## src/rtl/load_align_ctrl.sv

```systemverilog
// load_align_ctrl
//   Load-path controller between the LSU issue stage and data memory. It accepts
//   one load at a time and issues one word-aligned read, or two when the access
//   crosses a word boundary. It then merges and shifts the returned bytes and
//   returns the sign/zero-extended result through the embedded signext unit.
//
// Build option
//   MISALIGNED_SPLIT_EN  defined  : cross-word accesses take the two-read path.
//                        undefined: misaligned halfword/word loads fault
//                                   without touching memory. The second-read
//                                   states and the high/low word registers are
//                                   not built.
//
// Ports
//   clk, rst                       clock, synchronous active-high reset
//   req_valid/req_ready            load request handshake
//   req_addr, req_funct3           byte address, funct3 (LB/LH/LW/LBU/LHU)
//   mem_req/mem_gnt, mem_addr      word-aligned read request, held until grant
//   mem_rvalid, mem_rdata          read data return (little-endian)
//   rsp_valid/rsp_ready            result handshake, held until taken
//   rsp_data, rsp_fault            extended result, fault flag (data = 0)
module load_align_ctrl #(
  parameter int DATA_WIDTH = 32,
  parameter int ADDR_WIDTH = 32
) (
  input  logic                  clk,
  input  logic                  rst,
  input  logic                  req_valid,
  output logic                  req_ready,
  input  logic [ADDR_WIDTH-1:0] req_addr,
  input  logic [2:0]            req_funct3,
  output logic                  mem_req,
  output logic [ADDR_WIDTH-1:0] mem_addr,
  input  logic                  mem_gnt,
  input  logic                  mem_rvalid,
  input  logic [DATA_WIDTH-1:0] mem_rdata,
  output logic                  rsp_valid,
  input  logic                  rsp_ready,
  output logic [DATA_WIDTH-1:0] rsp_data,
  output logic                  rsp_fault
);

  localparam logic [2:0] F3_LB  = 3'b000;
  localparam logic [2:0] F3_LH  = 3'b001;
  localparam logic [2:0] F3_LW  = 3'b010;
  localparam logic [2:0] F3_LBU = 3'b100;
  localparam logic [2:0] F3_LHU = 3'b101;

  localparam logic [2:0] SX_0700  = 3'd0;
  localparam logic [2:0] SX_1500  = 3'd1;
  localparam logic [2:0] SX_3100  = 3'd2;
  localparam logic [2:0] SXU_0700 = 3'd3;
  localparam logic [2:0] SXU_1500 = 3'd4;

`ifdef MISALIGNED_SPLIT_EN
  typedef enum logic [2:0] {
    S_IDLE  = 3'd0,
    S_REQ0  = 3'd1,
    S_WAIT0 = 3'd2,
    S_REQ1  = 3'd3,
    S_WAIT1 = 3'd4,
    S_RESP  = 3'd5
  } state_t;
`else
  typedef enum logic [2:0] {
    S_IDLE  = 3'd0,
    S_REQ0  = 3'd1,
    S_WAIT0 = 3'd2,
    S_RESP  = 3'd5
  } state_t;
`endif

  function automatic logic f3_legal(input logic [2:0] f3);
    return (f3 == F3_LB) || (f3 == F3_LH) || (f3 == F3_LW) ||
           (f3 == F3_LBU) || (f3 == F3_LHU);
  endfunction

  function automatic logic [2:0] sx_sel(input logic [2:0] f3);
    case (f3)
      F3_LB:   return SX_0700;
      F3_LH:   return SX_1500;
      F3_LBU:  return SXU_0700;
      F3_LHU:  return SXU_1500;
      default: return SX_3100;
    endcase
  endfunction

`ifdef MISALIGNED_SPLIT_EN
  // The access spills into the next word when its last byte lies beyond byte 3.
  function automatic logic word_cross(input logic [2:0] f3, input logic [1:0] off);
    return (((f3 == F3_LH) || (f3 == F3_LHU)) && (off == 2'd3)) ||
           ((f3 == F3_LW) && (off != 2'd0));
  endfunction
`else
  // Without splitting, halfwords must be halfword-aligned and words word-aligned.
  function automatic logic misaligned(input logic [2:0] f3, input logic [1:0] off);
    return (((f3 == F3_LH) || (f3 == F3_LHU)) && off[0]) ||
           ((f3 == F3_LW) && (off != 2'd0));
  endfunction
`endif

  state_t                  state_q, state_d;
  logic [ADDR_WIDTH-1:0]   addr_q, addr_d;
  logic [2:0]              f3_q, f3_d;
  logic [DATA_WIDTH-1:0]   rsp_data_q, rsp_data_d;
  logic                    rsp_fault_q, rsp_fault_d;
`ifdef MISALIGNED_SPLIT_EN
  logic                    cross_q, cross_d;
  logic [DATA_WIDTH-1:0]   lo_q, lo_d;
  logic [DATA_WIDTH-1:0]   hi_q, hi_d;
  logic [2*DATA_WIDTH-1:0] pair;
  logic [2*DATA_WIDTH-1:0] shifted;
`else
  logic [DATA_WIDTH-1:0]   shifted;
`endif
  logic                    acc_fault;
  logic [ADDR_WIDTH-1:0]   word_base;
  logic [DATA_WIDTH-1:0]   aligned;
  logic [DATA_WIDTH-1:0]   ext_data;
  logic [2:0]              sx_op;

  // Request classification at accept time
  always_comb begin
`ifdef MISALIGNED_SPLIT_EN
    acc_fault = !f3_legal(req_funct3);
`else
    acc_fault = !f3_legal(req_funct3) || misaligned(req_funct3, req_addr[1:0]);
`endif
  end

  // State register
  always_ff @(posedge clk) begin
    if (rst) begin
      state_q <= S_IDLE;
    end else begin
      state_q <= state_d;
    end
  end

  // Next-state logic
  always_comb begin
    state_d = state_q;
    case (state_q)
      S_IDLE: begin
        if (req_valid) state_d = acc_fault ? S_RESP : S_REQ0;
      end
      S_REQ0: begin
        if (mem_gnt) state_d = S_WAIT0;
      end
      S_WAIT0: begin
`ifdef MISALIGNED_SPLIT_EN
        if (mem_rvalid) state_d = cross_q ? S_REQ1 : S_RESP;
`else
        if (mem_rvalid) state_d = S_RESP;
`endif
      end
`ifdef MISALIGNED_SPLIT_EN
      S_REQ1: begin
        if (mem_gnt) state_d = S_WAIT1;
      end
      S_WAIT1: begin
        if (mem_rvalid) state_d = S_RESP;
      end
`endif
      S_RESP: begin
        if (rsp_ready) state_d = S_IDLE;
      end
      default: state_d = S_IDLE;
    endcase
  end

  // Outputs
  assign word_base = {addr_q[ADDR_WIDTH-1:2], 2'b00};

  always_comb begin
    req_ready = (state_q == S_IDLE);
    rsp_valid = (state_q == S_RESP);
    rsp_data  = rsp_data_q;
    rsp_fault = rsp_fault_q;
    mem_req   = 1'b0;
    mem_addr  = '0;
    case (state_q)
      S_REQ0: begin
        mem_req  = 1'b1;
        mem_addr = word_base;
      end
`ifdef MISALIGNED_SPLIT_EN
      S_REQ1: begin
        mem_req  = 1'b1;
        mem_addr = word_base + ADDR_WIDTH'(4);  // wraps past the top of memory
      end
`endif
      default: ;
    endcase
  end

  // Byte alignment: the word arriving this cycle is merged with the one already
  // captured, so the result can be registered on the same edge as RESP entry.
  always_comb begin
`ifdef MISALIGNED_SPLIT_EN
    pair    = {(state_q == S_WAIT1) ? mem_rdata : hi_q,
               (state_q == S_WAIT0) ? mem_rdata : lo_q};
    shifted = pair >> {addr_q[1:0], 3'b000};
`else
    shifted = mem_rdata >> {addr_q[1:0], 3'b000};
`endif
    aligned = shifted[DATA_WIDTH-1:0];
    sx_op   = sx_sel(f3_q);
  end

  signext #(
    .W(DATA_WIDTH)
  ) u_signext (
    .sx_op (sx_op),
    .din   (aligned),
    .dout  (ext_data)
  );

  // Request/data capture and response formation
  always_comb begin
    addr_d      = addr_q;
    f3_d        = f3_q;
    rsp_data_d  = rsp_data_q;
    rsp_fault_d = rsp_fault_q;
`ifdef MISALIGNED_SPLIT_EN
    cross_d     = cross_q;
    lo_d        = lo_q;
    hi_d        = hi_q;
`endif
    case (state_q)
      S_IDLE: begin
        if (req_valid) begin
          addr_d = req_addr;
          f3_d   = req_funct3;
`ifdef MISALIGNED_SPLIT_EN
          cross_d = word_cross(req_funct3, req_addr[1:0]);
`endif
          if (acc_fault) begin
            rsp_data_d  = '0;
            rsp_fault_d = 1'b1;
          end
        end
      end
      S_WAIT0: begin
        if (mem_rvalid) begin
`ifdef MISALIGNED_SPLIT_EN
          lo_d = mem_rdata;
          if (!cross_q) begin
            rsp_data_d  = ext_data;
            rsp_fault_d = 1'b0;
          end
`else
          rsp_data_d  = ext_data;
          rsp_fault_d = 1'b0;
`endif
        end
      end
`ifdef MISALIGNED_SPLIT_EN
      S_WAIT1: begin
        if (mem_rvalid) begin
          hi_d        = mem_rdata;
          rsp_data_d  = ext_data;
          rsp_fault_d = 1'b0;
        end
      end
`endif
      default: ;
    endcase
  end

  // Response registers (visible outputs, reset to zero)
  always_ff @(posedge clk) begin
    if (rst) begin
      rsp_data_q  <= '0;
      rsp_fault_q <= 1'b0;
    end else begin
      rsp_data_q  <= rsp_data_d;
      rsp_fault_q <= rsp_fault_d;
    end
  end

  // Request and read-word registers; only meaningful under the FSM, no reset
  always_ff @(posedge clk) begin
    addr_q  <= addr_d;
    f3_q    <= f3_d;
`ifdef MISALIGNED_SPLIT_EN
    cross_q <= cross_d;
    lo_q    <= lo_d;
    hi_q    <= hi_d;
`endif
  end

endmodule

// signext: sign/zero extension of the low byte or halfword, or pass-through.
//   sx_op  0 SX_0700, 1 SX_1500, 2 SX_3100, 3 SXU_0700, 4 SXU_1500
module signext #(
  parameter int W = 32
) (
  input  logic [2:0]   sx_op,
  input  logic [W-1:0] din,
  output logic [W-1:0] dout
);

  localparam logic [2:0] SX_0700  = 3'd0;
  localparam logic [2:0] SX_1500  = 3'd1;
  localparam logic [2:0] SXU_0700 = 3'd3;
  localparam logic [2:0] SXU_1500 = 3'd4;

  always_comb begin
    dout = din;
    case (sx_op)
      SX_0700:  dout = {{(W-8){din[7]}}, din[7:0]};
      SX_1500:  dout = {{(W-16){din[15]}}, din[15:0]};
      SXU_0700: dout = {{(W-8){1'b0}}, din[7:0]};
      SXU_1500: dout = {{(W-16){1'b0}}, din[15:0]};
      default:  dout = din;
    endcase
  end

endmodule
```

## config.mk

```make
export PLATFORM = sky130hd
export DESIGN_NAME = load_align_ctrl
export DESIGN_NICKNAME = d
export VERILOG_FILES = /design/src/rtl/load_align_ctrl.sv
export SDC_FILE = /design/constraint.sdc
export NUM_CORES = 1
export LEC_CHECK = 0
export BUFFER_PORTS_ARGS = -buffer_cell sky130_fd_sc_hd__buf_4
export CORE_AREA = 2 2 91 93
export CTS_CLUSTER_DIAMETER = 200
export CTS_CLUSTER_SIZE = 28
export DETAILED_ROUTE_END_ITERATION = 16
export DIE_AREA = 0 0 93 95
export HOLD_SLACK_MARGIN = 0.15
export PLACE_DENSITY = 0.8
export SYNTH_ARGS = -nofsm -noshare
export SYNTH_HDL_FRONTEND = slang
export SYNTH_HIERARCHICAL = 1
export SYNTH_SLANG_ARGS = --single-unit
```

## constraint.sdc

```tcl
create_clock -name clk -period 3 [get_ports clk]
set_clock_uncertainty 0.1 [all_clocks]
set_input_delay 0.45 -clock clk [delete_from_list [all_inputs] [get_ports clk]]
set_output_delay 0.45 -clock clk [all_outputs]
set_load 0.05 [all_outputs]
```

==> flow_metrics.tcl <==
set metrics [dict create \
    synthFlopType "dfxtp_1" \
    die_area_um2 8840 \
    antenna_found_initial 0 \
    maxSlewHeadroom_pct 65.3 \
    clkTransAtPathRegs_ps 90 \
    die_h_um 95 \
    arrival_ps 1930 \
    cap_violations 0 \
    cts_made_buffers 9 \
    ff_latch_area_um2 1770 \
    rows 33 \
    syn-cell-area_um2 3860 \
    switching_share_pct 36.4 \
    synth_top_area_share_pct 27.2 \
    ys_ff_latch 71 \
    final_util_pct 64.3 \
    ys_types 37 \
    drtAntennaViolNets 0 \
    fin_setup_tns_ps 0 \
    place_congestion 0.922 \
    dp_slack_ps 675 \
    htree_levels 3 \
    grt_pass1_wl_mm 15.3 \
    sequentialPowerShare_pct 37.6 \
    grt_pass1_vias 3197 \
    cts_tree "yes" \
    p_switching_w 0.00111 \
    setup_viol 0 \
    syn_inst 409 \
    endpoint_kind "output port" \
    vias 3385 \
    final_max_slew_viol_count 0 \
    power_leakage_nw 2.14 \
    timing.final.ws_setup_ps 520 \
    power.internal_w 0.00194 \
    clk_path_buf_depth 2 \
    worst-setup-path-type "reg2out" \
    io_buffers 138 \
    reg2regPathDepth 8 \
    via_per_inst 5.29 \
    clkLatencyLatePin_ps 350 \
    met2_usage_pct 33.6 \
    post-route-period-util_pct 82.7 \
    critPathLaunchType "flop" \
    cp_data_required_time_ps 2450 \
    synth.area.top_cells "edfxtp_1, dfxtp_1, nand2_1" \
    fmax_ghz 0.403 \
    clockRootBuffer "clkbuf_8" \
    finalCriticalPeriod_ps 2480 \
    ys_warn_count 6 \
    grtUsageTotal_pct 21.9 \
    overflow 0 \
    use_met1_pct 28.4 \
    hold_path.class "in2reg" \
    dp.final_hpwl_mm 6.89 \
    die_width_um 93 \
    grt_use_met3_pct 7.58 \
    grt_max_degree 38 \
    status "finished, final reports clean" \
    routedWlPerCell_um 15.2 \
    hold_ws_ps 169 \
    nets 603 \
    mostFrequentLayoutCell "buf_4" \
    core_area_um2 7930 \
    layout-drive-gt1-share_pct 34.4 \
    pwr-share-clk_pct 28.9 \
    peakVddDrop_mv 0.572 \
    power.total_w 0.00305 \
    diodes 0 \
    ys_seq_area_share_pct 45.9 \
    ioPinCount 141 \
    p_comb_share_pct 33.5 \
    whs_path_depth 1 \
    synth_area_leader_cell "edfxtp_1" \
    crit_fanout 23 \
    fill_cells 640 \
    drt-total-wl_mm 9.71 \
    power_density_nw_per_um2 598 \
    grt-busiest-layer "met2" \
    syn_to_final_growth_pct 32.0 \
    synth_edf_count 35 \
    hold_violations 0 \
    synth_area_per_cell_um2 9.44 \
    drtPass1Iterations 4 \
    tightest_slew_ps 518 \
    initial_core_util_pct 48.7 \
    drt_iter0_markers 188 \
    rsz0062_at_grt "false" \
    drc 0 \
    final_cell_mix "buf_4, nand2_1, and2_1, a21oi_1, dfxtp_1" \
    synth-async-reset-ratio_pct 0 \
    multiInputGateArea_um2 1790 \
    cts.sinks 71 \
]
-- kinds of logic (layout without fill, tap and decap cells) --
| kind of cell | Yosys count | after routing | share of synthesized area, % |
|---|---|---|---|
| other | 1 | 2 | 0.0972 |
| buffers and inverters | 46 | 171 | 7.88 |
| DFF | 71 | 71 | 45.9 |
| AOI/OAI and AO/OA | 107 | 107 | 20.4 |
| muxes | 19 | 19 | 5.06 |
| xor gates and xnor gates | 1 | 1 | 0.227 |
| and+or+nand+nor | 164 | 164 | 20.5 |
-- layout make-up --
type | count | area share [%]
Tap cell | 105 | 2.58
Inverter | 3 | 0.221
Sequential cell | 71 | 34.8
Clock buffer | 9 | 2.43
Clock inverter | 7 | 2.04
Timing Repair Buffer | 152 | 22.8
Multi-Input combinational cell | 293 | 35.2
-- final timing paths --
check | startpoint | slack, ps | to
worst max-delay path | state_q[1]$_SDFFE_PP0P_ | 520 | mem_addr[13]
worst min-delay path | req_addr[25] | 170 | addr_q[25]$_DFFE_PP_
worst max register to register | addr_q[1]$_DFFE_PP_ | 650 | rsp_data[15]$_SDFFE_PP0P_
worst min register to register | rsp_fault$_SDFFE_PP0P_ | 400 | rsp_fault$_SDFFE_PP0P_
-- cells in the mapped netlist, types with 2 or more instances --
cell type  count
nor3_2         2
nand2_1       81
buf_4         11
and2_1        40
o21ai_0        8
a211o_1        3
a211oi_1      10
dfxtp_1       36
clkbuf_1      10
nor2_1        24
edfxtp_1      35
inv_1          3
a211o_2        6
a311oi_1      32
buf_2         12
nor2b_1       10
mux2i_1       18
a21oi_1       40
buf_6         10
-- registers in the layout, indices dropped and copies added (netlist names) --
name / cells
addr_q: 32
rsp_data: 32
f3_q: 3
state_q: 3
rsp_fault: 1
-- critical path: stages, from the launching register on --
cell and delay (ps):
dfxtp_1 410, nor3b_2 500, buf_4 300, and2_1 160
buf_4 200
-- through the flow --
| step | std cells | area (um2) |
|---|---|---|
| 6_report | 640 | 5100 |
| 5_1_grt | 640 | 5100 |
| 4_1_cts | 637 | 5070 |
| 3_5_place_dp | 621 | 4840 |
| 3_3_place_gp | 621 | 4840 |
| 2_1_floorplan | 410 | 3860 |
-- power by group through the flow --
stage | Combinational (W) | Sequential (W) | Clock (W)
final | 0.00102 | 0.00115 | 0.000881
after global routing | 0.00110 | 0.00115 | 0.000942
after CTS | 0.00102 | 0.00115 | 0.000896
after detailed placement | 0.00101 | 0.00117 | 0
after global placement | 0.00100 | 0.00116 | 0
after floorplan | 0.000748 | 0.00118 | 0
-- metal layers --
metal | up-vias | part of all wire, %
met1 | 1530 | 43
met4 | 0 | 1.8
li1 | 1701 | -
met2 | 140 | 45
met3 | 14 | 11
met5 | - | 0
-- what timing repair did --
action	in CTS	in global routing
hold buffers	0	3
endpoints found under the hold margin	0	3
gates resized for setup	0	0
buffers inserted	0	0
Note: power is estimated with default switching activity, not from simulation.
